--- src/rtl/gesture_tracker_pkg.sv ---
// Shared types and widths for the gesture tracker: FSM states, gesture codes,
// coordinate/delta widths and a magnitude helper for signed deltas.
package tracker_pkg;

  localparam int POS_W   = 16;
  localparam int DELTA_W = 17;
  localparam int CNT_W   = 8;

  typedef enum logic [1:0] {
    IDLE  = 2'd0,
    TRACK = 2'd1,
    HOLD  = 2'd2
  } state_e;

  typedef enum logic [2:0] {
    GEST_NONE  = 3'd0,
    GEST_LEFT  = 3'd1,
    GEST_RIGHT = 3'd2,
    GEST_UP    = 3'd3,
    GEST_DOWN  = 3'd4
  } gesture_e;

  // Deltas come from zero-extended 16-bit positions, so the magnitude always fits in DELTA_W bits.
  function automatic logic [DELTA_W-1:0] abs_delta(input logic signed [DELTA_W-1:0] d);
    logic signed [DELTA_W-1:0] neg;
    neg = -d;
    return d[DELTA_W-1] ? $unsigned(neg) : $unsigned(d);
  endfunction

endpackage

--- src/rtl/gesture_tracker_if.sv ---
// Detector-to-tracker handshake and gesture result bus. The master drives the
// per-frame detect/position/end-of-frame inputs; the tracker is the slave.
interface gesture_tracker_if;
  import tracker_pkg::*;

  logic                      i_detect;
  logic [POS_W-1:0]          i_X_pos;
  logic [POS_W-1:0]          i_Y_pos;
  logic                      i_end_frame;
  logic                      o_valid;
  logic [2:0]                o_gesture;
  logic signed [DELTA_W-1:0] o_dx;
  logic signed [DELTA_W-1:0] o_dy;
  logic                      o_tracking;

  modport master (
    output i_detect, i_X_pos, i_Y_pos, i_end_frame,
    input  o_valid, o_gesture, o_dx, o_dy, o_tracking
  );

  modport slave (
    input  i_detect, i_X_pos, i_Y_pos, i_end_frame,
    output o_valid, o_gesture, o_dx, o_dy, o_tracking
  );

endinterface

--- src/rtl/gesture_tracker_delta_classify.sv ---
// Combinational displacement classifier: signed deltas from the anchor, a
// threshold hit flag and the dominant-axis gesture code (ties go to X).
module delta_classify
  import tracker_pkg::*;
#(
  parameter int MOVE_TH = 64
) (
  input  logic [POS_W-1:0]          cur_x_i,
  input  logic [POS_W-1:0]          cur_y_i,
  input  logic [POS_W-1:0]          anchor_x_i,
  input  logic [POS_W-1:0]          anchor_y_i,
  output logic signed [DELTA_W-1:0] dx_o,
  output logic signed [DELTA_W-1:0] dy_o,
  output logic                      hit_o,
  output gesture_e                  gesture_o
);

  localparam logic [DELTA_W-1:0] TH = DELTA_W'(MOVE_TH);

  logic [DELTA_W-1:0] adx;
  logic [DELTA_W-1:0] ady;
  logic [DELTA_W-1:0] amax;
  logic               x_dom;

  always_comb begin
    dx_o      = $signed({1'b0, cur_x_i}) - $signed({1'b0, anchor_x_i});
    dy_o      = $signed({1'b0, cur_y_i}) - $signed({1'b0, anchor_y_i});
    adx       = abs_delta(dx_o);
    ady       = abs_delta(dy_o);
    x_dom     = (adx >= ady);
    amax      = x_dom ? adx : ady;
    hit_o     = (amax >= TH);
    gesture_o = GEST_NONE;
    if (hit_o) begin
      if (x_dom) gesture_o = dx_o[DELTA_W-1] ? GEST_LEFT : GEST_RIGHT;
      else       gesture_o = dy_o[DELTA_W-1] ? GEST_UP   : GEST_DOWN;
    end
  end

endmodule

--- src/rtl/gesture_tracker.sv ---
// Frame-level red-point tracker emitting LEFT/RIGHT/UP/DOWN gesture pulses.
// Optional macro TRACK_FILTER_EN averages the current and previous position in TRACK.
module gesture_tracker
  import tracker_pkg::*;
#(
  parameter int MOVE_TH     = 64,
  parameter int MISS_LIMIT  = 4,
  parameter int MAX_AGE     = 30,
  parameter int HOLD_FRAMES = 8
) (
  input  logic             clk,
  input  logic             rst,
  gesture_tracker_if.slave bus
);

  localparam logic [CNT_W-1:0] MISS_LIM = CNT_W'(MISS_LIMIT);
  localparam logic [CNT_W-1:0] AGE_LIM  = CNT_W'(MAX_AGE);
  localparam logic [CNT_W-1:0] HOLD_LIM = CNT_W'(HOLD_FRAMES);

  function automatic logic [CNT_W-1:0] sat_inc(input logic [CNT_W-1:0] c);
    return (&c) ? c : c + 1'b1;
  endfunction

  state_e                    state_q;
  logic                      seen_q, seen_d;
  logic [POS_W-1:0]          cur_x_q, cur_x_d, cur_y_q, cur_y_d;
  logic [POS_W-1:0]          anchor_x_q, anchor_y_q;
  logic [CNT_W-1:0]          age_q, miss_q, hold_q;
  logic                      valid_q;
  gesture_e                  gesture_q;
  logic signed [DELTA_W-1:0] dx_q, dy_q;

  logic                      frame_seen;
  logic [POS_W-1:0]          frame_x, frame_y;
  logic [POS_W-1:0]          cmp_x, cmp_y;
  logic signed [DELTA_W-1:0] dx, dy;
  logic                      hit;
  gesture_e                  gest;

  // A detect arriving with the end-of-frame pulse still belongs to the closing frame.
  always_comb begin
    frame_seen = seen_q | bus.i_detect;
    frame_x    = seen_q ? cur_x_q : bus.i_X_pos;
    frame_y    = seen_q ? cur_y_q : bus.i_Y_pos;
    seen_d     = bus.i_end_frame ? 1'b0 : frame_seen;
    cur_x_d    = cur_x_q;
    cur_y_d    = cur_y_q;
    if (bus.i_detect && !seen_q) begin
      cur_x_d = bus.i_X_pos;
      cur_y_d = bus.i_Y_pos;
    end
  end

`ifdef TRACK_FILTER_EN
  logic [POS_W-1:0] prev_x_q, prev_y_q;
  logic [POS_W:0]   sum_x, sum_y;

  always_comb begin
    sum_x = {1'b0, frame_x} + {1'b0, prev_x_q};
    sum_y = {1'b0, frame_y} + {1'b0, prev_y_q};
    cmp_x = sum_x[POS_W:1];
    cmp_y = sum_y[POS_W:1];
  end
`else
  always_comb begin
    cmp_x = frame_x;
    cmp_y = frame_y;
  end
`endif

  delta_classify #(
    .MOVE_TH (MOVE_TH)
  ) u_classify (
    .cur_x_i    (cmp_x),
    .cur_y_i    (cmp_y),
    .anchor_x_i (anchor_x_q),
    .anchor_y_i (anchor_y_q),
    .dx_o       (dx),
    .dy_o       (dy),
    .hit_o      (hit),
    .gesture_o  (gest)
  );

  always_ff @(posedge clk or negedge rst) begin
    if (!rst) begin
      seen_q  <= 1'b0;
      cur_x_q <= '0;
      cur_y_q <= '0;
    end else begin
      seen_q  <= seen_d;
      cur_x_q <= cur_x_d;
      cur_y_q <= cur_y_d;
    end
  end

  always_ff @(posedge clk or negedge rst) begin
    if (!rst) begin
      state_q    <= IDLE;
      anchor_x_q <= '0;
      anchor_y_q <= '0;
      age_q      <= '0;
      miss_q     <= '0;
      hold_q     <= '0;
      valid_q    <= 1'b0;
      gesture_q  <= GEST_NONE;
      dx_q       <= '0;
      dy_q       <= '0;
`ifdef TRACK_FILTER_EN
      prev_x_q   <= '0;
      prev_y_q   <= '0;
`endif
    end else begin
      valid_q <= 1'b0;
      if (bus.i_end_frame) begin
        case (state_q)
          IDLE: begin
            if (frame_seen) begin
              anchor_x_q <= frame_x;
              anchor_y_q <= frame_y;
              age_q      <= '0;
              miss_q     <= '0;
`ifdef TRACK_FILTER_EN
              prev_x_q   <= frame_x;
              prev_y_q   <= frame_y;
`endif
              state_q    <= TRACK;
            end
          end
          TRACK: begin
            if (frame_seen) begin
`ifdef TRACK_FILTER_EN
              prev_x_q <= frame_x;
              prev_y_q <= frame_y;
`endif
              if (hit) begin
                valid_q   <= 1'b1;
                gesture_q <= gest;
                dx_q      <= dx;
                dy_q      <= dy;
                hold_q    <= '0;
                state_q   <= HOLD;
              end else begin
                miss_q <= '0;
                // A stale anchor is re-based so slow drift never accumulates into a gesture.
                if (sat_inc(age_q) >= AGE_LIM) begin
                  anchor_x_q <= cmp_x;
                  anchor_y_q <= cmp_y;
                  age_q      <= '0;
                end else begin
                  age_q <= sat_inc(age_q);
                end
              end
            end else begin
              miss_q <= sat_inc(miss_q);
              if (sat_inc(miss_q) >= MISS_LIM) state_q <= IDLE;
            end
          end
          HOLD: begin
            hold_q <= sat_inc(hold_q);
            if (sat_inc(hold_q) >= HOLD_LIM) state_q <= IDLE;
          end
          default: state_q <= IDLE;
        endcase
      end
    end
  end

  assign bus.o_valid    = valid_q;
  assign bus.o_gesture  = gesture_q;
  assign bus.o_dx       = dx_q;
  assign bus.o_dy       = dy_q;
  assign bus.o_tracking = (state_q == TRACK);

endmodule
--- src/flat_wrapper.sv ---
// flat-port wrapper written by rule: the top's interface ports become plain ports
module gesture_tracker_flat import tracker_pkg::*;
#(
  parameter int MOVE_TH     = 64,
  parameter int MISS_LIMIT  = 4,
  parameter int MAX_AGE     = 30,
  parameter int HOLD_FRAMES = 8
)
  (clk, rst, bus_i_detect, bus_i_X_pos, bus_i_Y_pos, bus_i_end_frame, bus_o_valid, bus_o_gesture, bus_o_dx, bus_o_dy, bus_o_tracking);
  gesture_tracker_if bus_i ();
  input  logic clk;
  input  logic rst;
  input wire logic [$bits(bus_i.i_detect)-1:0] bus_i_detect;
  input wire logic [$bits(bus_i.i_X_pos)-1:0] bus_i_X_pos;
  input wire logic [$bits(bus_i.i_Y_pos)-1:0] bus_i_Y_pos;
  input wire logic [$bits(bus_i.i_end_frame)-1:0] bus_i_end_frame;
  output wire logic [$bits(bus_i.o_valid)-1:0] bus_o_valid;
  output wire logic [$bits(bus_i.o_gesture)-1:0] bus_o_gesture;
  output wire logic [$bits(bus_i.o_dx)-1:0] bus_o_dx;
  output wire logic [$bits(bus_i.o_dy)-1:0] bus_o_dy;
  output wire logic [$bits(bus_i.o_tracking)-1:0] bus_o_tracking;
  assign bus_i.i_detect = bus_i_detect;
  assign bus_i.i_X_pos = bus_i_X_pos;
  assign bus_i.i_Y_pos = bus_i_Y_pos;
  assign bus_i.i_end_frame = bus_i_end_frame;
  assign bus_o_valid = bus_i.o_valid;
  assign bus_o_gesture = bus_i.o_gesture;
  assign bus_o_dx = bus_i.o_dx;
  assign bus_o_dy = bus_i.o_dy;
  assign bus_o_tracking = bus_i.o_tracking;
  gesture_tracker #(.MOVE_TH(MOVE_TH), .MISS_LIMIT(MISS_LIMIT), .MAX_AGE(MAX_AGE), .HOLD_FRAMES(HOLD_FRAMES)) u_core (.clk(clk), .rst(rst), .bus(bus_i));
endmodule
--- config.mk ---
export PLATFORM = sky130hd
export DESIGN_NAME = gesture_tracker_flat
export DESIGN_NICKNAME = d
export VERILOG_FILES = /design/src/rtl/gesture_tracker_pkg.sv /design/src/rtl/gesture_tracker_if.sv /design/src/rtl/gesture_tracker_delta_classify.sv /design/src/rtl/gesture_tracker.sv /design/src/flat_wrapper.sv
export SDC_FILE = /design/constraint.sdc
export NUM_CORES = 1
export LEC_CHECK = 0
export BUFFER_PORTS_ARGS = -buffer_cell sky130_fd_sc_hd__buf_2
export CAP_MARGIN = 30
export CORE_MARGIN = 1
export CORE_UTILIZATION = 40
export CTS_CLUSTER_DIAMETER = 40
export DETAILED_ROUTE_END_ITERATION = 10
export PLACE_DENSITY = 0.57
export SYNTH_ARGS = -nofsm -noshare
export SYNTH_HDL_FRONTEND = slang
export SYNTH_SLANG_ARGS = --single-unit
--- constraint.sdc ---
create_clock -name clk -period 6.9 [get_ports clk]
set_clock_uncertainty 0.1 [all_clocks]
set_input_delay 1.38 -clock clk [delete_from_list [all_inputs] [get_ports clk]]
set_output_delay 1.38 -clock clk [all_outputs]
set_load 0.02 [all_outputs]
==> qor.yml <==
global_route:
  grt.total_usage_pct: 20.1
  grt_first_pass_wirelength_um: 38400
  grt_pass1_vias: 7460
  grt_overflow: 0
  grt_start_max_net_pins: 72
  antenna_found_initial: 0
die:
  fp.dieH_um: 156
  die_w_um: 156
  rows: 56
  start_util_pct: 40.7
  coreArea_um2: 23400
  ioPinCount: 75
  die_area_um2: 24500
synthesis:
  synth-simple-area-share_pct: 15.1
  synth_edf_count: 0
  synth_cells: 973
  yosysSeqAreaShare_pct: 33.9
  yosysTopAreaCell: "dfrtp_1"
  synth_cell_types: 89
  ys_ff_latch: 129
  synth_mux_area_share_pct: 16.8
  syn_avg_cell_area_um2: 9.80
  ys.flop_type: "dfrtp_1"
  ys_warn_count: 0
  syn-num-nets: 1067
  synth_compound_area_share_pct: 17.3
  yosysTopAreaCellShare_pct: 33.9
  synthAdderAreaFrac_pct: 7.77
  netlist_area_um2: 9530
  synth.top_cells.by_count: "dfrtp_1 (129), mux2_2 (84), nand2_1 (60), nor2_1 (60), inv_1 (58)"
  ys_async_sr_fraction_pct: 100
  yosys.cell_count.top_type: "dfrtp_1"
  synthXorXnorAreaFrac_pct: 4.67
  synth_top_family_by_area: "compound AO/OA/AOI/OAI gates"
  synth_top_cells_by_area: "dfrtp_1 (34%), mux2_2 (9.9%), ha_1 (7.4%)"
worst_setup_path:
  cp-end-kind: "register"
  cp.arrival_ns: 6.70
  cp.required_ns: 7.11
  worstSetupStartpointType: "primary input"
  critPathMaxFanout: 32
  worstSetupStartpoint: "bus_i_Y_pos[4]"
  crit_type: "primary input to register"
  rr_startpoint: "u_core.seen_q"
clock_network:
  cts_resized: 0
  clk_latency_ns: 0.44
  cts.sinks: 129
  ctsHtreeMaxLevel: 4
  numCtsBuffers: 17
  cts_buffer_depth: 2
  path_clk_slew_ns: 0.06
  post_cts_buffers: 0
  cts_tree: "done"
  cts_root_buffer: "clkbuf_16"
  postCtsHoldBufs: 0
timing:
  min_period_ns: 6.49
  setup_violations: 0
  worst_slew_pin_slew_ns: 0.961
  period_share_pct: 94.1
  rsz0062_at_grt: "false"
  clock.fmax_mhz: 154
  drv_slew: 0
  finalHoldViolations: 0
  max_slew_margin_pct: 35.9
route:
  wl_um: 23200
  wl_per_cell_um: 16.2
  first_pass_iters: 5
  drt_drc_violations_left: 0
  viasPerCell: 5.36
  vias: 7687
  ant_nets: 0
  dr.first_iter.drc_count: 435
place:
  gp_congestion: 0.929
  hpwl_um: 17600
  port_buffers: 74
  dp.cells: 1403
finish:
  fin_cells: 1434
  drive_gt1_share_pct: 30.5
  nets: 1197
  synthToLayoutAreaGrowth_pct: 18.7
  antennaDiodeCount: 0
run:
  cap_violations: 0
min_path:
  min-delay-start: "u_core.bus.o_dx[11]"
  hp-class: "register to register"
status:
  status: "completed"
-- through the flow --
step / cell area [µm²] / hold WS (ns) / setup slack, ns / util (%) / setup TNS [ns]
global placement: 10700 / 0.365 / -0.0740 / 45.7 / -3.22
floorplan: 9530 / 0.358 / 0.172 / - / 0
global route: 11300 / 0.409 / 0.0255 / 48.3 / 0
CTS: 11300 / 0.390 / 0.273 / 48.2 / 0
finish: 11300 / 0.385 / 0.410 / 48.3 / 0
detailed placement: 10700 / 0.373 / -0.138 / 45.7 / -7.87
-- critical path, cell delays in order --
cell and delay (ns):
buf_2 0.10, mux2_2 0.27, ha_1 0.39, a21oi_1 0.47
a211oi_1 0.20, or4_1 0.52, a221oi_2 0.32, nor4b_2 0.29
buf_4 0.17, or3b_2 0.44, ha_1 0.30, a21oi_1 0.19
nand2_1 0.08, nor2_1 0.15, a21oi_1 0.06, o21a_2 0.23
a41oi_4 0.28, and3_2 0.27, buf_12 0.21, mux2_2 0.35
-- cell usage in the layout, fill, tap and decap left out, types with 16 or more instances in the layout --
master     count
dfrtp_1      128
and3_1        16
buf_4         75
a21oi_1       57
nor2_1        60
nand3_1       29
nor2b_1       17
nand2_1       60
xnor2_1       35
mux2_2        84
clkbuf_16     17
inv_1         58
o21ai_0       49
mux2_4        28
nor3_1        27
buf_2         73
ha_1          56
a21o_1        18
-- routing by layer --
| layer | global-route usage, % | vias to the layer above | part of all wire, % | wire [µm] |
|---|---|---|---|---|
| met4 | 5.09 | 0 | 1.1 | 255 |
| met2 | 31.5 | 145 | 45 | 10400 |
| met5 | 0 | - | 0 | 0 |
| met3 | 3.32 | 23 | 3.6 | 827 |
| met1 | 28.8 | 3700 | 51 | 11800 |
| li1 | - | 3819 | - | - |
-- worst paths after layout --
kind | cells after the start | slack, ns | to
min in group asynchronous | 1 | 0.86 | u_core.miss_q[7]
hold reg to reg | 1 | 0.38 | u_core.bus.o_dx[11]
setup / recovery | 20 | 0.41 | u_core.bus.o_dy[16]
setup reg to reg | 20 | 0.53 | u_core.bus.o_dy[16]
max in group asynchronous | 2 | 4.49 | u_core.seen_q
hold / removal | 1 | 0.38 | u_core.bus.o_dx[11]
-- registers in the layout, summed over array words and instances, names as in the netlist --
signal	count
u_core.bus.o_dx	17
u_core.bus.o_valid	1
u_core.miss_q	8
u_core.seen_q	1
u_core.bus.o_dy	17
u_core.bus.o_gesture	3
u_core.hold_q	8
u_core.age_q	8
u_core.anchor_x_q	16
u_core.state_q	2
u_core.cur_y_q	16
u_core.anchor_y_q	16
u_core.cur_x_q	16
-- layout make-up --
cell class / instances / area (µm²)
Sequential cell: 129 / 3230
Inverter: 58 / 218
Fill cell: 2243 / 12100
Tap cell: 319 / 399
Multi-Input combinational cell: 746 / 5910
Timing Repair Buffer: 151 / 980
Clock inverter: 13 / 139
Clock buffer: 18 / 439
-- cell families (layout without fill, tap and decap cells) --
group,after synthesis,after routing
xor gates and xnor gates,50,50
and+or+nand+nor,275,275
DFF,129,129
adders and majority gates,58,58
muxes,134,134
AOI/OAI and AO/OA,229,229
buffers and inverters,98,240
Power is not shown: default switching activity piles up to over one toggle a cycle in this logic, so the estimate is an artifact.
